<file path="src/rtl/qdr_arb_pkg.sv">
// qdr_arb_pkg: shared helpers for the QDR user-port arbiter (clog2, round-robin pick, user widths)
package qdr_arb_pkg;
  function automatic int clog2(input int v);
    int r;
    r = 0;
    for (int i = 0; i < 31; i++) if ((1 << i) < v) r = i + 1;
    return r;
  endfunction
  function automatic int user_w(input int beat_w, input int burst);
    return beat_w * burst;
  endfunction
  // One-hot grant of the first valid at or above ptr, wrapping modulo n (n <= 8).
  function automatic logic [7:0] rr_pick(input logic [7:0] valid, input logic [2:0] ptr, input int n);
    logic [7:0] g;
    g = '0;
    for (int k = 7; k >= 0; k--)
      if (k < n && valid[(int'(ptr) + k) % n]) g = 8'(1) << ((int'(ptr) + k) % n);
    return g;
  endfunction
endpackage

</file>
<file path="src/rtl/qdr_tag_fifo.sv">
// qdr_tag_fifo: synchronous FIFO; push and pop may coincide even when full
module qdr_tag_fifo import qdr_arb_pkg::*; #(
  parameter int WIDTH = 1,
  parameter int DEPTH = 16
) (
  input  logic                   clk,
  input  logic                   rst,
  input  logic                   push,
  input  logic                   pop,
  input  logic [WIDTH-1:0]       din,
  output logic [WIDTH-1:0]       dout,
  output logic                   full,
  output logic                   empty,
  output logic [clog2(DEPTH):0]  count
);
  localparam int AW = clog2(DEPTH);
  localparam int CW = AW + 1;
  logic [WIDTH-1:0] mem [DEPTH];
  logic [AW-1:0] wp, rp;
  always_ff @(posedge clk)
    if (push) mem[wp] <= din;
  always_ff @(posedge clk) begin
    if (rst) begin
      wp <= '0;
      rp <= '0;
      count <= '0;
    end else begin
      if (push) wp <= wp + 1'b1;
      if (pop) rp <= rp + 1'b1;
      count <= count + CW'(push) - CW'(pop);
    end
  end
  assign dout = mem[rp];
  assign full = count == CW'(DEPTH);
  assign empty = count == '0;
endmodule

</file>
<file path="src/rtl/qdr_user_arb.sv">
// qdr_user_arb: round-robin sharing of the QDRII+ user port; QDR_USER_ARB_STATS_EN adds accept counters
module qdr_user_arb import qdr_arb_pkg::*; #(
  parameter int NUM_REQ    = 2,
  parameter int ADDR_WIDTH = 18,
  parameter int DATA_WIDTH = 36,
  parameter int BW_WIDTH   = 4,
  parameter int BURST_LEN  = 4,
  parameter int TAG_DEPTH  = 16,
  localparam int UW = user_w(DATA_WIDTH, BURST_LEN),
  localparam int UB = user_w(BW_WIDTH, BURST_LEN)
) (
  input  logic                          sys_clk,
  input  logic                          sys_rst,
  input  logic                          cal_done,
  input  logic [NUM_REQ-1:0]            wr_valid,
  output logic [NUM_REQ-1:0]            wr_ready,
  input  logic [NUM_REQ*ADDR_WIDTH-1:0] wr_addr,
  input  logic [NUM_REQ*UW-1:0]         wr_data,
  input  logic [NUM_REQ*UB-1:0]         wr_bw_n,
  input  logic [NUM_REQ-1:0]            rd_valid,
  output logic [NUM_REQ-1:0]            rd_ready,
  input  logic [NUM_REQ*ADDR_WIDTH-1:0] rd_addr,
  output logic [NUM_REQ-1:0]            rsp_valid,
  output logic [UW-1:0]                 rsp_data,
  output logic                          app_wr_cmd,
  output logic [ADDR_WIDTH-1:0]         app_wr_addr,
  output logic [UW-1:0]                 app_wr_data,
  output logic [UB-1:0]                 app_wr_bw_n,
  output logic                          app_rd_cmd,
  output logic [ADDR_WIDTH-1:0]         app_rd_addr,
  input  logic                          app_rd_valid,
  input  logic [UW-1:0]                 app_rd_data,
  output logic                          rsp_err
`ifdef QDR_USER_ARB_STATS_EN
  ,
  output logic [NUM_REQ*32-1:0]         stat_wr_cnt,
  output logic [NUM_REQ*32-1:0]         stat_rd_cnt,
  output logic [clog2(TAG_DEPTH):0]     stat_max_outstanding
`endif
);
  localparam int TW = clog2(NUM_REQ) > 1 ? clog2(NUM_REQ) : 1;
  logic [TW-1:0] wr_ptr, rd_ptr, wr_idx, rd_idx, tag_head;
  logic [NUM_REQ-1:0] wr_gnt, rd_gnt;
  logic wr_acc, rd_acc, tag_pop, tag_full, tag_empty;
  logic [clog2(TAG_DEPTH):0] tag_count;
  assign wr_gnt = NUM_REQ'(rr_pick(8'(wr_valid), 3'(wr_ptr), NUM_REQ));
  assign rd_gnt = NUM_REQ'(rr_pick(8'(rd_valid), 3'(rd_ptr), NUM_REQ));
  always_comb begin
    wr_idx = '0;
    rd_idx = '0;
    for (int k = 0; k < NUM_REQ; k++) begin
      if (wr_gnt[k]) wr_idx = TW'(k);
      if (rd_gnt[k]) rd_idx = TW'(k);
    end
  end
  assign tag_pop = app_rd_valid & ~tag_empty;
  // A concurrent return frees a slot, so a full tag FIFO can still take a read.
  assign wr_ready = cal_done ? wr_gnt : '0;
  assign rd_ready = (cal_done & (~tag_full | app_rd_valid)) ? rd_gnt : '0;
  assign wr_acc = |wr_ready;
  assign rd_acc = |rd_ready;
  qdr_tag_fifo #(.WIDTH(TW), .DEPTH(TAG_DEPTH)) u_tags (
    .clk(sys_clk), .rst(sys_rst), .push(rd_acc), .pop(tag_pop), .din(rd_idx),
    .dout(tag_head), .full(tag_full), .empty(tag_empty), .count(tag_count)
  );
  always_ff @(posedge sys_clk) begin
    if (sys_rst) begin
      app_wr_cmd <= 1'b0;
      app_wr_addr <= '0;
      app_wr_data <= '0;
      app_wr_bw_n <= '1;
      app_rd_cmd <= 1'b0;
      app_rd_addr <= '0;
      wr_ptr <= '0;
      rd_ptr <= '0;
      rsp_valid <= '0;
      rsp_data <= '0;
      rsp_err <= 1'b0;
    end else begin
      app_wr_cmd <= wr_acc;
      if (wr_acc) begin
        app_wr_addr <= wr_addr[wr_idx*ADDR_WIDTH +: ADDR_WIDTH];
        app_wr_data <= wr_data[wr_idx*UW +: UW];
        app_wr_bw_n <= wr_bw_n[wr_idx*UB +: UB];
        wr_ptr <= (wr_idx == TW'(NUM_REQ-1)) ? '0 : wr_idx + 1'b1;
      end
      app_rd_cmd <= rd_acc;
      if (rd_acc) begin
        app_rd_addr <= rd_addr[rd_idx*ADDR_WIDTH +: ADDR_WIDTH];
        rd_ptr <= (rd_idx == TW'(NUM_REQ-1)) ? '0 : rd_idx + 1'b1;
      end
      rsp_valid <= tag_pop ? NUM_REQ'(1) << tag_head : '0;
      if (tag_pop) rsp_data <= app_rd_data;
      if (app_rd_valid & tag_empty) rsp_err <= 1'b1;
    end
  end
`ifdef QDR_USER_ARB_STATS_EN
  always_ff @(posedge sys_clk) begin
    if (sys_rst) begin
      stat_wr_cnt <= '0;
      stat_rd_cnt <= '0;
      stat_max_outstanding <= '0;
    end else begin
      for (int k = 0; k < NUM_REQ; k++) begin
        if (wr_ready[k]) stat_wr_cnt[k*32 +: 32] <= stat_wr_cnt[k*32 +: 32] + 32'd1;
        if (rd_ready[k]) stat_rd_cnt[k*32 +: 32] <= stat_rd_cnt[k*32 +: 32] + 32'd1;
      end
      stat_max_outstanding <= (tag_count > stat_max_outstanding) ? tag_count : stat_max_outstanding;
    end
  end
`endif
endmodule
</file>
<file path="config.mk">
export PLATFORM = sky130hd
export DESIGN_NAME = qdr_user_arb
export DESIGN_NICKNAME = d
export VERILOG_FILES = /design/src/rtl/qdr_arb_pkg.sv /design/src/rtl/qdr_tag_fifo.sv /design/src/rtl/qdr_user_arb.sv
export SDC_FILE = /design/constraint.sdc
export NUM_CORES = 1
export LEC_CHECK = 0
export BUFFER_PORTS_ARGS = -buffer_cell sky130_fd_sc_hd__buf_2
export CELL_PAD_IN_SITES_DETAIL_PLACEMENT = 1
export CELL_PAD_IN_SITES_GLOBAL_PLACEMENT = 2
export CORE_AREA = 2 2 344 346
export CTS_CLUSTER_DIAMETER = 40
export DETAILED_ROUTE_END_ITERATION = 7
export DIE_AREA = 0 0 346 348
export GPL_TIMING_DRIVEN = 0
export PLACE_DENSITY = 0.48
export SLEW_MARGIN = 20
export SYNTH_ARGS = -nofsm -noshare
export SYNTH_HDL_FRONTEND = slang
export SYNTH_SLANG_ARGS = --single-unit
</file>
<file path="constraint.sdc">
create_clock -name sys_clk -period 3.2 [get_ports sys_clk]
set_input_delay 0.64 -clock sys_clk [delete_from_list [all_inputs] [get_ports sys_clk]]
set_output_delay 0.64 -clock sys_clk [all_outputs]
set_load 0.02 [all_outputs]
</file>
After elaboration in Yosys (flattened, before gate mapping):

Memories as Yosys holds them, arrays and structs flattened. A register that Yosys moved wholly into a read port is not among the register bits.
Index checks and enable logic that the tools add are counted.

* add/subtract/negate cells: 8
* multipliers: 3
* divide/modulo/power cells: 0
* order comparisons: 4
* equality and inequality tests: 1
* shift operators: 9
* mux-type cells: 24
* bitwise operators: 9
* reductions and logical operators: 4

Operator list (count)
* $shiftx A288 B10 Y144: 1
* $shiftx A36 B7 Y18: 2
* $shl A1 B32 Y2 const A: 2
* $shiftx A32 B6 Y16: 1
* $mul A1 B4 Y5 const B: 3
* $mux W1: 14
* $mux W2: 6
* $lt A2 B5 Y1 const B: 2
* $add A4 B1 Y4 const B: 2
* $lt A1 B4 Y1 const B: 2
* $mux W4: 2
* $reduce_or A2 Y1: 3
* $shl A1 B1 Y2 const A: 3
* $add A5 B1 Y5: 1
* $eq A5 B5 Y1 const B: 1
* $logic_not A5 Y1: 1
* $sub A5 B1 Y5: 1
* $add A1 B1 Y1 const B: 4
* $bmux W1 S2: 2
* $and A1 B1 Y1: 3
* $not A1 Y1: 3
* $and A1 B1 Y1 const A: 2
* $or A1 B1 Y1: 1

* register bits: 360
* latch bits: 0
* RAM bits: 16
* ROM bits: 0
* input port bits: 544
* memories kept: 1

Memories
* u_tags.mem: words 16, bits a word 1, read ports 1, clocked after Yosys merged registers in 1, write ports 1, line qdr_tag_fifo.sv:18 `logic [WIDTH-1:0] mem [DEPTH];`

Longest topological paths before layout:

* depth after elaboration: 11
* mapped depth: 15
* depth with buffers taken out: 14

Hierarchy:

A second synthesis with hierarchy kept.

* cells, all modules: 1900
* area total of the unflattened synthesis: 15741.3 um^2

By module, submodules not included
* qdr_user_arb: instances 1, cells each 1776, area an instance 14223.6 um^2, seq. area each 6946.7 um^2
* qdr_tag_fifo: instances 1, cells each 124, area an instance 1517.7 um^2, seq. area each 820.8 um^2

Worst setup path before layout:

OpenSTA, ideal clock, no wires.

* path type: reg2reg
* from: register u_tags.count[3]
* to: register u_tags.count[4]
* setup time: 0.132 ns
* arrival: 2.653 ns
* required time: 3.068 ns
* slack: 0.416 ns
* stages on the path, launching flop included: 16
* path buffers: 1
* period minus slack after synthesis: 2.784 ns
* cells stage by stage: dfxtp_1 -> inv_1 -> ha_1 -> or4b_4 -> nand2_2 -> inv_2 -> clkbuf_1 -> ha_1 -> inv_1 -> ha_1 -> inv_1 -> fa_1 -> nor2b_1 -> o21bai_1 -> a21oi_1 -> nor3b_1

RTL lines
* start: declaration: line qdr_tag_fifo.sv:14 `output logic [clog2(DEPTH):0] count`
* start signal: assignment: line qdr_tag_fifo.sv:30 `count <= count + CW'(push) - CW'(pop);`
* $logic_not A5 Y1: line qdr_tag_fifo.sv:35 `assign empty = count == '0;`
* $not A1 Y1: line qdr_user_arb.sv:56 `assign tag_pop = app_rd_valid & ~tag_empty;`
* $and A1 B1 Y1: line qdr_user_arb.sv:56
* via tag_pop: line qdr_user_arb.sv:44 `logic wr_acc, rd_acc, tag_pop, tag_full, tag_empty;`
* $sub A5 B1 Y5: line qdr_tag_fifo.sv:30

The timed path passes the listed nets, and every way through them passes these cells.
A chain may end at the register's enable or synchronous reset.

Final worst setup path:

* from: register rd_ptr
* to: output port rd_ready[0]

* longest elaborated chain between the ends: 8

Ends and longest elaborated chain
* start: declaration: line qdr_user_arb.sv:42 `logic [TW-1:0] wr_ptr, rd_ptr, wr_idx, rd_idx, tag_head;`
* start signal: assignment: line qdr_user_arb.sv:90 `rd_ptr <= (rd_idx == TW'(NUM_REQ-1)) ? '0 : rd_idx + 1'b1;`
* $add A1 B1 Y1: line qdr_arb_pkg.sv:17 `if (k < n && valid[(int'(ptr) + k) % n]) g = 8'(1) << ((int'(ptr) + k) % n);`
* $and A1 B1 Y1 (no source line)
* $bmux W1 S2: line qdr_arb_pkg.sv:17
* $mux W1 (implied by the code) (2 in a row): line qdr_arb_pkg.sv:17
* $mux W2: line qdr_arb_pkg.sv:17
* $mux W2 (*): line qdr_arb_pkg.sv:17
* $mux W2 (*): line qdr_user_arb.sv:59 `assign rd_ready = (cal_done & (~tag_full | app_rd_valid)) ? rd_gnt : '0;`
* end: declaration: line qdr_user_arb.sv:21 `output logic [NUM_REQ-1:0] rd_ready,`

Mark *: on every way between the ends. The rest lies on a longest branch, timed or not. The select of a mux whose other input is x is not followed.

==> impl_metrics.tcl <==
set metrics [dict create \
    rsz0062_at_grt "false" \
    avgSynthCellArea_um2 9.31 \
    cp_common_cell "buf_2" \
    min_path_type "primary input to flip-flop" \
    whs_ps 242 \
    firstDrtPassIters 4 \
    cts_made_buffers 91 \
    grt_max_degree 17 \
    synth_cell_types 42 \
    clock_path_buffers 3 \
    crit_buf_inv 2 \
    drc 0 \
    die-area_mm2 0.120 \
    yosys_warnings 0 \
    vdd_drop_max_uv 383 \
    synthCells 1659 \
    syn_area_mm2 0.0154 \
    r2r_end "u_tags.count[4]" \
    crit_path_max_incr_delay_ps 420 \
    wire_per_inst_um 21.1 \
    synth_area_leaders "dfxtp_1, mux2i_1, a211oi_1, nand2_1, nor2_1" \
    clk_pin_slew_ps 50 \
    drt-total-wl_um 90400 \
    io_buffers 891 \
    worstMarginPinSlew_ps 967 \
    cts_max_level 3 \
    ys.flop_type "dfxtp_1" \
    worstSetupStartpoint "rd_ptr" \
    worst_path_max_delay_cell "o21ai_1" \
    path_max_fanout 10 \
    cts_sinks 380 \
    setup_viol 0 \
    final_nets 3199 \
    critPathLaunchType "flip-flop" \
    min_period_ps 2960 \
    stdcell_count 4290 \
    critPathTopFamily "buffers and inverters" \
    outcome "finished clean" \
    grt_overflow_total 0 \
    ys_seq_area_share_pct 50.3 \
    fin_skew_ps 22.2 \
    whs_endpoint "rsp_data[19]" \
    maxSlewHeadroom_pct 35.5 \
    coreArea_mm2 0.117 \
    synth_nets 2215 \
    path_cells "o21ai_1 > buf_2 > nand2_1 > nor2_1 > buf_2" \
    antenna_found_initial 65 \
    required_ps 2560 \
    whs_path_depth 3 \
    fmax_ghz 0.338 \
    worst_r2r_startpoint "u_tags.count[3]" \
    maxCapViolCount 0 \
    via_per_inst 3.82 \
    grt_use_total_pct 14.4 \
    cts_tree "built" \
    async_reset_ff_share_pct 0 \
    ys_seq_elements 380 \
    leakagePower_nw 12.2 \
    slew_viol_final 0 \
    yosys.area.top_type "dfxtp_1" \
    syn_to_final_growth_pct 63.6 \
    drt_iter0_markers 533 \
    final_util_pct 21.6 \
    antenna_left 0 \
    grt_pass1_vias 17813 \
    worst-r2r-setup-slack_ps 260 \
    die_y_um 348 \
    crit_type "flip-flop to primary output" \
    synth_edf_count 16 \
    endpoint_kind "primary output" \
    dr_total_vias 16395 \
    root_buffer "clkbuf_16" \
    synth_top_area_share_pct 47.2 \
    worstSkewPairLatency_ps 640 \
    power_density_mw_per_mm2 787 \
    grt_pass1_wl_um 126000 \
    place_hpwl_um 75200 \
    fp.dieW_um 346 \
    finalHoldViolations 0 \
    arrival_ps 2320 \
    dpl.cell_count 4087 \
    ios 893 \
    drive_gt1_share_pct 42.7 \
    std_cell_rows 126 \
    synth.most_common_cell "dfxtp_1" \
    start_util_pct 13.2 \
    r2r_cells 14 \
    synth_common_cells "dfxtp_1, nand2_1, mux2i_1" \
    place_congestion 0.835 \
    hold_start "app_rd_data[19]" \
    post-route-period-util_pct 92.5 \
]
worst max path at each step:
stage | cells after the start | end | slack [ps]
floorplan | 15 | u_tags.count[4] | 420
global placement | 4 | app_wr_data[141] | -620
detailed placement | 15 | u_tags.count[4] | -260
CTS | 14 | u_tags.count[4] | 90
global route | 6 | wr_ready[1] | 20
finish | 5 | rd_ready[0] | 240
worst min-delay path, delay by kind of cell:
kind | cells | cell delay [ps]
AND/OR/NAND/NOR | 1 | 50
buffers and inverters | 1 | 100
AO/OA/AOI/OAI | 1 | 50
final cells by class:
cell class                 instances  area [um^2]
sequential                       380         7770
fill                           13854        91700
buffer                           136          766
antenna                           37         92.6
clock buffer                     117         2570
timing repair buffer             892         4490
tap                             1536         1920
clock inverter                    50          741
inverter                          18         70.1
multi-input combinational       1124         6850
metrics by stage:
| stage | setup TNS (ps) | setup slack, ps | power [mW] | instance area, um^2 |
|---|---|---|---|---|
| CTS | 0 | 91.6 | 20.3 | 25200 |
| finish | 0 | 242 | 19.9 | 25300 |
| floorplan | 0 | 416 | 8.20 | 15400 |
| global route | 0 | 22.6 | 20.9 | 25200 |
| detailed placement | -2120 | -261 | 10.1 | 21900 |
| global placement | -19620 | -620 | 10.0 | 21800 |
cells by family after synthesis:
logic type,Yosys count,synth area share (%)
compound gates,358,15.5
xor+xnor,7,0.397
fa+ha+maj,12,1.02
buf+inv,155,5.37
flops,380,50.3
mux,204,13.6
simple gates,543,13.8
placed cells by master, fill, tap and decap left out, types with 16 or more instances in the layout:
cell type    n
a211oi_1   164
buf_6       18
a21oi_1    148
diode_2     37
nor2_1     198
clkinv_2    18
clkbuf_1    59
o211ai_1    16
mux2i_1    199
clkbuf_16   93
nand2_1    309
inv_1       16
dfxtp_1    364
buf_2      931
a211oi_2    17
edfxtp_1    16
power breakdown:
part | leakage [nW] | switching (mW) | internal [mW]
clock | 1.61 | 3.12 | 6.85
sequential | 3.15 | 0.327 | 5.37
combinational | 7.44 | 2.70 | 1.51
total | 12.2 | 6.15 | 13.7
sequential cells by signal, indices dropped and copies added, names as in the netlist, named ones only:
name and flops:
app_rd_addr 18, app_rd_cmd 1, app_wr_addr 18, app_wr_bw_n 16, app_wr_cmd 1, app_wr_data 144, rd_ptr 1, rsp_data 144
rsp_err 1, rsp_valid 2, u_tags.count 5, u_tags.mem 16, u_tags.rp 4, u_tags.wp 4, wr_ptr 1
per-layer routing:
metal	GRT usage, %	wire, um
met3	6.45	9000
met1	15.2	33700
met4	6.71	3220
met5	0	262
met2	24.7	44200
timing repair:
item,in CTS,in global routing
gates resized for setup,0,4
hold buffers,0,0
setup buffers,0,0
hold endpoints to repair,0,0
setup endpoints to repair,2,1
Power figures use the tool's default switching activity.
